[config.mk]
export PLATFORM = sky130hd
export DESIGN_NAME = trig_conditioner
export DESIGN_NICKNAME = d
export VERILOG_FILES = /design/src/rtl/trig_conditioner.sv
export SDC_FILE = /design/constraint.sdc
export NUM_CORES = 1
export LEC_CHECK = 0
export ABC_AREA = 1
export CAP_MARGIN = 20
export CORE_UTILIZATION = 55
export CTS_CLUSTER_DIAMETER = 200
export DETAILED_ROUTE_END_ITERATION = 8
export GPL_TIMING_DRIVEN = 1
export PLACE_DENSITY = 0.81
export SLEW_MARGIN = 0
export SYNTH_ARGS = -nofsm -noshare
export SYNTH_HDL_FRONTEND = slang
export SYNTH_SLANG_ARGS = --single-unit
[constraint.sdc]
create_clock -name fe_clk -period 2.6 [get_ports fe_clk]
set_input_delay 0.26 -clock fe_clk [delete_from_list [all_inputs] [get_ports fe_clk]]
set_output_delay 0.26 -clock fe_clk [all_outputs]
set_load 0.01 [all_outputs]
[src/rtl/trig_conditioner.sv]
// Multi-channel trigger conditioner: sync, glitch filter, edge/level qualify, combine, stretch, holdoff, count.
// Optional build macro TRIG_TIMESTAMP_EN adds a free-running cycle counter and per-trigger timestamp capture.
`timescale 1ns/1ps
module trig_conditioner #(
   parameter int pCHANNELS      = 4,
   parameter int pFILTER_WIDTH  = 4,
   parameter int pSTRETCH_WIDTH = 8,
   parameter int pHOLDOFF_WIDTH = 16,
   parameter int pCOUNT_WIDTH   = 16
) (
   input  logic                        fe_clk,
   input  logic                        fe_reset_n,
   input  logic [pCHANNELS-1:0]        I_trig_in,
   input  logic [pCHANNELS-1:0]        I_enable,
   input  logic [2*pCHANNELS-1:0]      I_edge_mode,
   input  logic                        I_combine_and,
   input  logic [pFILTER_WIDTH-1:0]    I_filter_len,
   input  logic [pSTRETCH_WIDTH-1:0]   I_stretch_len,
   input  logic [pHOLDOFF_WIDTH-1:0]   I_holdoff_len,
   input  logic                        I_arm,
   input  logic                        I_clear_count,
   output logic                        O_trig_out,
   output logic                        O_trig_pulse,
   output logic [pCHANNELS-1:0]        O_filtered,
   output logic                        O_holdoff_active,
   output logic [pCOUNT_WIDTH-1:0]     O_trig_count
`ifdef TRIG_TIMESTAMP_EN
   ,
   output logic [31:0]                 O_timestamp,
   output logic                        O_timestamp_valid
`endif
);

   localparam logic [1:0] IDLE    = 2'd0;
   localparam logic [1:0] READY   = 2'd1;
   localparam logic [1:0] STRETCH = 2'd2;
   localparam logic [1:0] HOLDOFF = 2'd3;

   logic [pCHANNELS-1:0]      r_s1;
   logic [pCHANNELS-1:0]      r_s2;
   logic [pCHANNELS-1:0]      r_filt;
   logic [pCHANNELS-1:0]      r_filt_d;
   logic [pFILTER_WIDTH-1:0]  r_fcnt [pCHANNELS];

   logic [1:0]                r_state;
   logic [pSTRETCH_WIDTH-1:0] r_str;
   logic [pHOLDOFF_WIDTH-1:0] r_hold;
   logic                      r_pulse;
   logic [pCOUNT_WIDTH-1:0]   r_count;

   logic [pCHANNELS-1:0]      w_qual;
   logic                      w_event;
   logic                      w_fire;

   // Filter commits s2 only after it has disagreed with filt for N+1 straight cycles.
   always_ff @(posedge fe_clk) begin
      if (!fe_reset_n) begin
         r_s1     <= '0;
         r_s2     <= '0;
         r_filt   <= '0;
         r_filt_d <= '0;
         for (int c = 0; c < pCHANNELS; c++) r_fcnt[c] <= '0;
      end else begin
         r_s1     <= I_trig_in;
         r_s2     <= r_s1;
         r_filt_d <= r_filt;
         for (int c = 0; c < pCHANNELS; c++) begin
            if (r_s2[c] == r_filt[c]) begin
               r_fcnt[c] <= '0;
            end else if (r_fcnt[c] == I_filter_len) begin
               r_filt[c] <= r_s2[c];
               r_fcnt[c] <= '0;
            end else begin
               r_fcnt[c] <= r_fcnt[c] + 1'b1;
            end
         end
      end
   end

   always_comb begin
      w_qual = '0;
      for (int c = 0; c < pCHANNELS; c++) begin
         case (I_edge_mode[2*c +: 2])
            2'b00:   w_qual[c] =  r_filt[c] & ~r_filt_d[c];
            2'b01:   w_qual[c] = ~r_filt[c] &  r_filt_d[c];
            2'b10:   w_qual[c] =  r_filt[c] ^  r_filt_d[c];
            default: w_qual[c] =  r_filt[c];
         endcase
      end
   end

   // AND mode treats disabled channels as don't-care but needs at least one enabled.
   assign w_event = I_combine_and ? ((&(w_qual | ~I_enable)) & (|I_enable))
                                  : (|(w_qual & I_enable));
   assign w_fire  = I_arm && (r_state == READY) && w_event;

   always_ff @(posedge fe_clk) begin
      if (!fe_reset_n) begin
         r_state <= IDLE;
         r_str   <= '0;
         r_hold  <= '0;
         r_pulse <= 1'b0;
      end else begin
         r_pulse <= 1'b0;
         if (!I_arm) begin
            r_state <= IDLE;
         end else begin
            case (r_state)
               IDLE:  r_state <= READY;
               READY: begin
                  if (w_event) begin
                     r_state <= STRETCH;
                     r_str   <= I_stretch_len;
                     r_hold  <= I_holdoff_len;
                     r_pulse <= 1'b1;
                  end
               end
               STRETCH: begin
                  if (r_str == '0) begin
                     r_state <= (r_hold == '0) ? READY : HOLDOFF;
                  end else begin
                     r_str <= r_str - 1'b1;
                  end
               end
               default: begin
                  // r_hold counts H..1, giving exactly H cycles in HOLDOFF.
                  if (r_hold <= 1) begin
                     r_state <= READY;
                  end else begin
                     r_hold <= r_hold - 1'b1;
                  end
               end
            endcase
         end
      end
   end

   always_ff @(posedge fe_clk) begin
      if (!fe_reset_n) begin
         r_count <= '0;
      end else if (I_clear_count) begin
         r_count <= '0;
      end else if (w_fire && (r_count != '1)) begin
         r_count <= r_count + 1'b1;
      end
   end

`ifdef TRIG_TIMESTAMP_EN
   logic [31:0] r_free;
   logic [31:0] r_ts;
   logic        r_ts_valid;

   // Captured value is what r_free holds during the O_trig_pulse cycle.
   always_ff @(posedge fe_clk) begin
      if (!fe_reset_n) begin
         r_free     <= '0;
         r_ts       <= '0;
         r_ts_valid <= 1'b0;
      end else begin
         r_free <= r_free + 32'd1;
         if (w_fire) r_ts <= r_free + 32'd1;
         if (I_clear_count) begin
            r_ts_valid <= 1'b0;
         end else if (w_fire) begin
            r_ts_valid <= 1'b1;
         end
      end
   end

   assign O_timestamp       = r_ts;
   assign O_timestamp_valid = r_ts_valid;
`endif

   assign O_trig_out       = (r_state == STRETCH);
   assign O_holdoff_active = (r_state == HOLDOFF);
   assign O_trig_pulse     = r_pulse;
   assign O_filtered       = r_filt;
   assign O_trig_count     = r_count;

endmodule

==> results of run 1 <==
## path summary, 6_finish.rpt
kind	to	slack, ps
worst min register to register	r_s2[1]	420
worst min-delay path	r_s2[1]	420
worst max-delay path	O_trig_count[5]	240
worst max register to register	O_trig_count[5]	240
## synth_stat cells, drive strengths merged (10+ instances only)
library cell and n:
nor2 90, xnor2 21, buf 10, clkbuf 15, nand3 45, a21oi 33, nand4 38, ha 22
dfxtp 59, o21ai 28, inv 103, nand2 169, xor2 21, edfxtp 16
## report_power, final
| part | internal, uW | total, uW | leakage [uW] | switching [uW] |
|---|---|---|---|---|
| registers | 1250 | 1310 | 0.000644 | 57.2 |
| clock network | 646 | 1130 | 0.000120 | 479 |
| logic | 385 | 948 | 0.00193 | 564 |
## layout make-up
type                       instances  area (sq um)  area share
multi-input combinational        507          2700       0.456
timing repair buffer              79           783       0.133
sequential                        75          1660       0.281
clock buffer                       9           124      0.0210
clock inverter                     7           124      0.0210
tap                              105           131      0.0222
inverter                         104           390      0.0660
## layer usage
metal	vias to the layer above	global-route usage	part of all wire
met5	-	0	0
met4	0	0.0945	0.014
met3	14	0.0324	0.056
met2	134	0.479	0.49
met1	2083	0.298	0.44
li1	2355	-	-
## state kept, by name, indices dropped and copies added (netlist names)
name,count
r_state,2
r_str,8
O_trig_pulse,1
r_s1,4
O_filtered,4
r_hold,16
r_filt_d,4
r_s2,4
O_trig_count,16
r_fcnt,16
## per-stage QoR
stage	util	cell area [sq um]
4_1_cts	0.705	5910
5_1_grt	0.705	5910
2_1_floorplan	-	4890
3_3_place_gp	0.676	5660
3_5_place_dp	0.676	5660
6_report	0.705	5910
## worst max-delay path, delay by kind of cell (launching register included)
family                   cells  cell delay (ps)
AND/OR/NAND/NOR             10             1260
flip-flops                   1              450
adder cells (fa/ha/maj)      1              290
buffers and inverters        2              150
AO/OA/AOI/OAI                1               70
## cells by family (layout without fill, tap and decap cells)
| group | Yosys count | in the layout | share of synthesized area |
|---|---|---|---|
| AOI/OAI and AO/OA | 64 | 64 | 0.0693 |
| xor gates and xnor gates | 42 | 42 | 0.0760 |
| adders and majority gates | 22 | 22 | 0.0569 |
| buffers and inverters | 129 | 199 | 0.111 |
| DFF | 75 | 75 | 0.344 |
| muxes | 6 | 6 | 0.0124 |
| other | 1 | 16 | 0.000775 |
| and+or+nand+nor | 357 | 357 | 0.330 |
==> impl_metrics.csv, run 1 <==
group,metric,value,unit
outcome,status,"completed",
synthesis,syn_area_per_cell,6.95,sq um
timing,fin_crit_sh,0.907,
pwr,finalPower,3380,uW
pwr,p_per_area,572,nW/um^2
worst_setup_path,crit_arrival,2580,ps
timing,max_clock_freq,424,MHz
placement,port_buffers,71,
detailed_routing,wl,11000,um
worst_setup_path,path_class,"flip-flop to flip-flop",
finish,fillerInstances,685,
detailed_routing,vias_per_cell,5.18,
synthesis,synth_top_cell_area_share,0.244,
worst_setup_path,critPathRequiredTime,2820,ps
synthesis,synth_ff_type,"dfxtp_1",
clock_network,cts_buffer_depth,2,
min_path,hold_path_class,"flip-flop to flip-flop",
timing,tightestPinTransition,533,ps
floorplan,die_area,9170,sq um
timing,whs,421,ps
timing,maxSlewViolCount,0,
worst_setup_path,r2r_start,"O_filtered[1]",
floorplan,die_y,95.8,um
detailed_routing,drc,0,
floorplan,chipWidth,95.8,um
global_routing,grt_pass1_wl,18600,um
detailed_routing,firstDrtPassIters,5,
floorplan,io_pins,72,
detailed_routing,first_iter_violations,215,
job,max_cap_viol_count,0,
finish,final_cells,886,
clock_network,clk_pin_slew_worst_paths,80,ps
synthesis,seq_area_frac_synth,0.344,
timing,finClkSkew,7.23,ps
clock_network,cts_sinks,75,
placement,dpl_worst_slack,256,ps
finish,diodes,0,
clock_network,cts_hold_repair.buffers,0,
synthesis,synthCells,696,
synthesis,synth_area_leaders,"dfxtp_1 24%, nand2_1 13%, edfxtp_1 9.9%, inv_1 7.8%, nor2_1 6.5%",
synthesis,synth_edf_count,16,
finish,layout_commonest_cell,"nand2_1",
worst_setup_path,crit_top_cell,"nand2_1",
global_routing,grt_max_degree,45,
worst_setup_path,crit_fanout,17,
clock_network,h-tree-depth,3,
timing,finalHoldViolCount,0,
timing,tns,0,ps
clock_network,cts_setup_buffers,0,
detailed_routing,ant_nets,0,
finish,drive_above_1_share,0.0576,
global_routing,grt-ovfl-total,0,
worst_setup_path,critical_path.startpoint_type,"flip-flop",
worst_setup_path,startpoint,"O_filtered[1]",
placement,placedCellCount,870,
placement,place.gp.congestion,0.943,
clock_network,cts_resized,0,
floorplan,rows,33,
worst_setup_path,reg2regPathDepth,14,
finish,layout_common_cells,"167 x nand2_1, 100 x inv_1, 84 x nor2_1",
floorplan,start_util,0.577,
placement,hpwl,8050,um
min_path,min_path_cells,2,
clock_network,numCtsBuffers,9,
worst_setup_path,endpoint_kind,"flip-flop",
worst_setup_path,critPathSlowestCell,"dfxtp_1",
synthesis,synth.distinct_cells,40,
global_routing,grtUsageTotal,0.257,
floorplan,core,8380,sq um
synthesis,syn_area,4840,sq um
clock_network,clk_latency,360,ps
pwr,max-vdd-ir-drop,309,uV
finish,area_growth,22.2,%
synthesis,yosys_warnings,0,
timing,slew_headroom,0.641,
detailed_routing,wl_per_cell,12.5,um
detailed_routing,vias,4586,
worst_setup_path,path_cells,"inv_1, ha_1, inv_1, nand2_1, nand3_1, nand2_1, nand2_1, nand2_1, nor2_1, nand2_1, nand2_2, nand3_4, nand2_1, a21oi_1",
synthesis,ys_async_sr_fraction,0,
synthesis,ys_ff_latch,75,
clock_network,root_buffer,"clkbuf_8",
timing,post-route-min-period,2360,ps
clock_network,cts_tree,"built",
timing,fin_ws,241,ps
finish,layout.nets,847,
min_path,min-delay-start,"r_s1[1]",
synthesis,yosysTopAreaCell,"dfxtp_1",
global_routing,grt_pass1_vias,4377,
timing,rsz0062_at_grt,"no",
worst_setup_path,critPathMaxStageDelay,450,ps
timing,setup_viol,0,
global_routing,antenna_found_initial,0,
pwr,power_leakage,0.00269,uW
No activity file was read; power rests on OpenSTA's default activity.
==> run 2, diff against run 1 <==
--- a/config.mk
+++ b/config.mk
@@ -7,11 +7,12 @@
 export LEC_CHECK = 0
 export ABC_AREA = 1
 export CAP_MARGIN = 20
-export CORE_UTILIZATION = 55
+export CORE_UTILIZATION = 50
 export CTS_CLUSTER_DIAMETER = 200
 export DETAILED_ROUTE_END_ITERATION = 8
 export GPL_TIMING_DRIVEN = 1
-export PLACE_DENSITY = 0.81
+export MAX_ROUTING_LAYER = met4
+export PLACE_DENSITY = 0.75
 export SLEW_MARGIN = 0
 export SYNTH_ARGS = -nofsm -noshare
 export SYNTH_HDL_FRONTEND = slang
==> impl_metrics.csv, run 2 (synthesized netlist as in run 1, its figures left out) <==
group,metric,value,unit
worst_setup_path,path_buf_inv,3,
clock_network,h-tree-depth,3,
finish,drive_above_1_share,0.0587,
placement,place.gp.congestion,0.876,
clock_network,clk_latency,350,ps
outcome,status,"completed",
timing,max_clock_freq,429,MHz
clock_network,cts_hold_repair.buffers,0,
worst_setup_path,critPathRequiredTime,2880,ps
global_routing,grtUsageTotal,0.236,
job,max_cap_viol_count,0,
clock_network,cts_buffer_depth,2,
detailed_routing,vias,4533,
timing,setup_viol,0,
timing,tightestPinTransition,553,ps
finish,multi_input_area,2700,sq um
detailed_routing,first_iter_violations,160,
timing,maxSlewViolCount,0,
floorplan,core,9280,sq um
floorplan,die_area,10100,sq um
detailed_routing,ant_nets,0,
clock_network,cts_tree,"built",
global_routing,grt_max_degree,23,
floorplan,rows,35,
finish,layout_commonest_cell,"nand2_1",
worst_setup_path,critPathSlowestCell,"dfxtp_1",
pwr,p_per_area,531,nW/um^2
detailed_routing,wl_per_cell,12.1,um
detailed_routing,wl,11000,um
finish,area_growth,21.7,%
worst_setup_path,crit_arrival,2620,ps
placement,hpwl,8360,um
worst_setup_path,path_cells,"inv_1, ha_1, inv_1, nand2_1, nand3_1, nand2_1, nand2_1, nand2_1, nor2_1, nand2_1, nand3_4, nand3_4, nand2_1, inv_1, nor2_1",
placement,placedCellCount,897,
placement,port_buffers,71,
worst_setup_path,path_class,"flip-flop to flip-flop",
timing,finalHoldViolCount,0,
worst_setup_path,crit_fanout,22,
timing,post-route-min-period,2330,ps
clock_network,cts_sinks,75,
worst_setup_path,endpoint_kind,"flip-flop",
timing,fin_crit_sh,0.897,
finish,layout.nets,850,
floorplan,chipWidth,100,um
finish,seq_area,1660,sq um
clock_network,root_buffer,"clkbuf_8",
floorplan,die_y,100,um
clock_network,clk_pin_slew_worst_paths,80,ps
worst_setup_path,crit_top_cell,"nand2_1",
detailed_routing,vias_per_cell,4.96,
worst_setup_path,critPathMaxStageDelay,440,ps
detailed_routing,drc,0,
global_routing,grt-ovfl-total,0,
timing,finClkSkew,14.9,ps
finish,final_cells,913,
pwr,power_leakage,0.00268,uW
finish,diodes,0,
global_routing,grt_pass1_wl,18600,um
timing,tns,0,ps
floorplan,io_pins,72,
clock_network,numCtsBuffers,9,
worst_setup_path,rrSetupSlack,270,ps
finish,layout_common_cells,"167 x nand2_1, 100 x inv_1, 84 x nor2_1",
global_routing,antenna_found_initial,0,
finish,fillerInstances,846,
timing,slew_headroom,0.628,
min_path,hold_path_class,"flip-flop to flip-flop",
clock_network,cts_setup_buffers,0,
detailed_routing,firstDrtPassIters,4,
timing,rsz0062_at_grt,"no",
pwr,max-vdd-ir-drop,292,uV
worst_setup_path,worst_path_dominant_cell_family,"simple AND/OR/NAND/NOR gates",
worst_setup_path,critical_path.startpoint_type,"flip-flop",
global_routing,grt_pass1_vias,4278,
clock_network,cts_resized,0,
floorplan,start_util,0.521,
## run 2: cell types whose count changed in the layout (fill, tap and decap cells not counted), sizes merged
| cell | before | now |
|---|---|---|
| buf | 8 | 11 |
| bufinv | 3 | 1 |
| clkbuf | 9 | 10 |
| clkinv | 2 | 5 |
| inv | 105 | 103 |
## run 2: per-layer routing
layer,vias to the layer above,share of wire,track usage
met5,-,0,-
li1,2360,-,-
met1,2067,0.46,0.280
met3,11,0.036,0.0390
met4,0,0.0080,0.0792
met2,95,0.50,0.406
## run 2: per-stage QoR
step	instance area [sq um]	hold slack, ps	setup slack [ps]	util	total power, uW
floorplan	4890	358	679	-	2040
global placement	5700	394	348	0.614	2260
detailed placement	5700	398	268	0.614	2290
CTS	5890	415	243	0.634	3160
global route	5890	436	0.171	0.634	3340
finish	5890	415	267	0.634	3130
## run 2: final cells by class
| type | instances | share of cell area |
|---|---|---|
| clock inverter | 6 | 0.00956 |
| clock buffer | 10 | 0.0217 |
| sequential | 75 | 0.282 |
| tap | 129 | 0.0274 |
| timing repair buffer | 82 | 0.135 |
| multi-input combinational | 507 | 0.458 |
| inverter | 104 | 0.0663 |
## run 2: worst reg2reg max path: stages (launching register included)
cell and delay [ps]:
dfxtp_1 440, inv_1 90, ha_1 300, inv_1 60
nand2_1 50, nand3_1 120, nand2_1 70, nand2_1 60
nand2_1 40, nor2_1 80, nand2_1 140, nand3_4 250
nand3_4 270, nand2_1 140, inv_1 50, nor2_1 100
## run 2: worst paths after layout
kind	from	to	cells past startpoint
hold / removal	r_s1[2]	r_s2[2]	2
setup reg to reg	O_filtered[1]	r_hold[0]	15
setup / recovery	O_filtered[1]	r_hold[0]	15
hold reg to reg	r_s1[2]	r_s2[2]	2
## run 2: report_power, final
| part | switching [uW] | internal (uW) | leakage, uW |
|---|---|---|---|
| registers | 58.1 | 1250 | 0.000644 |
| logic | 571 | 387 | 0.00194 |
| clock network | 423 | 435 | 0.0000935 |
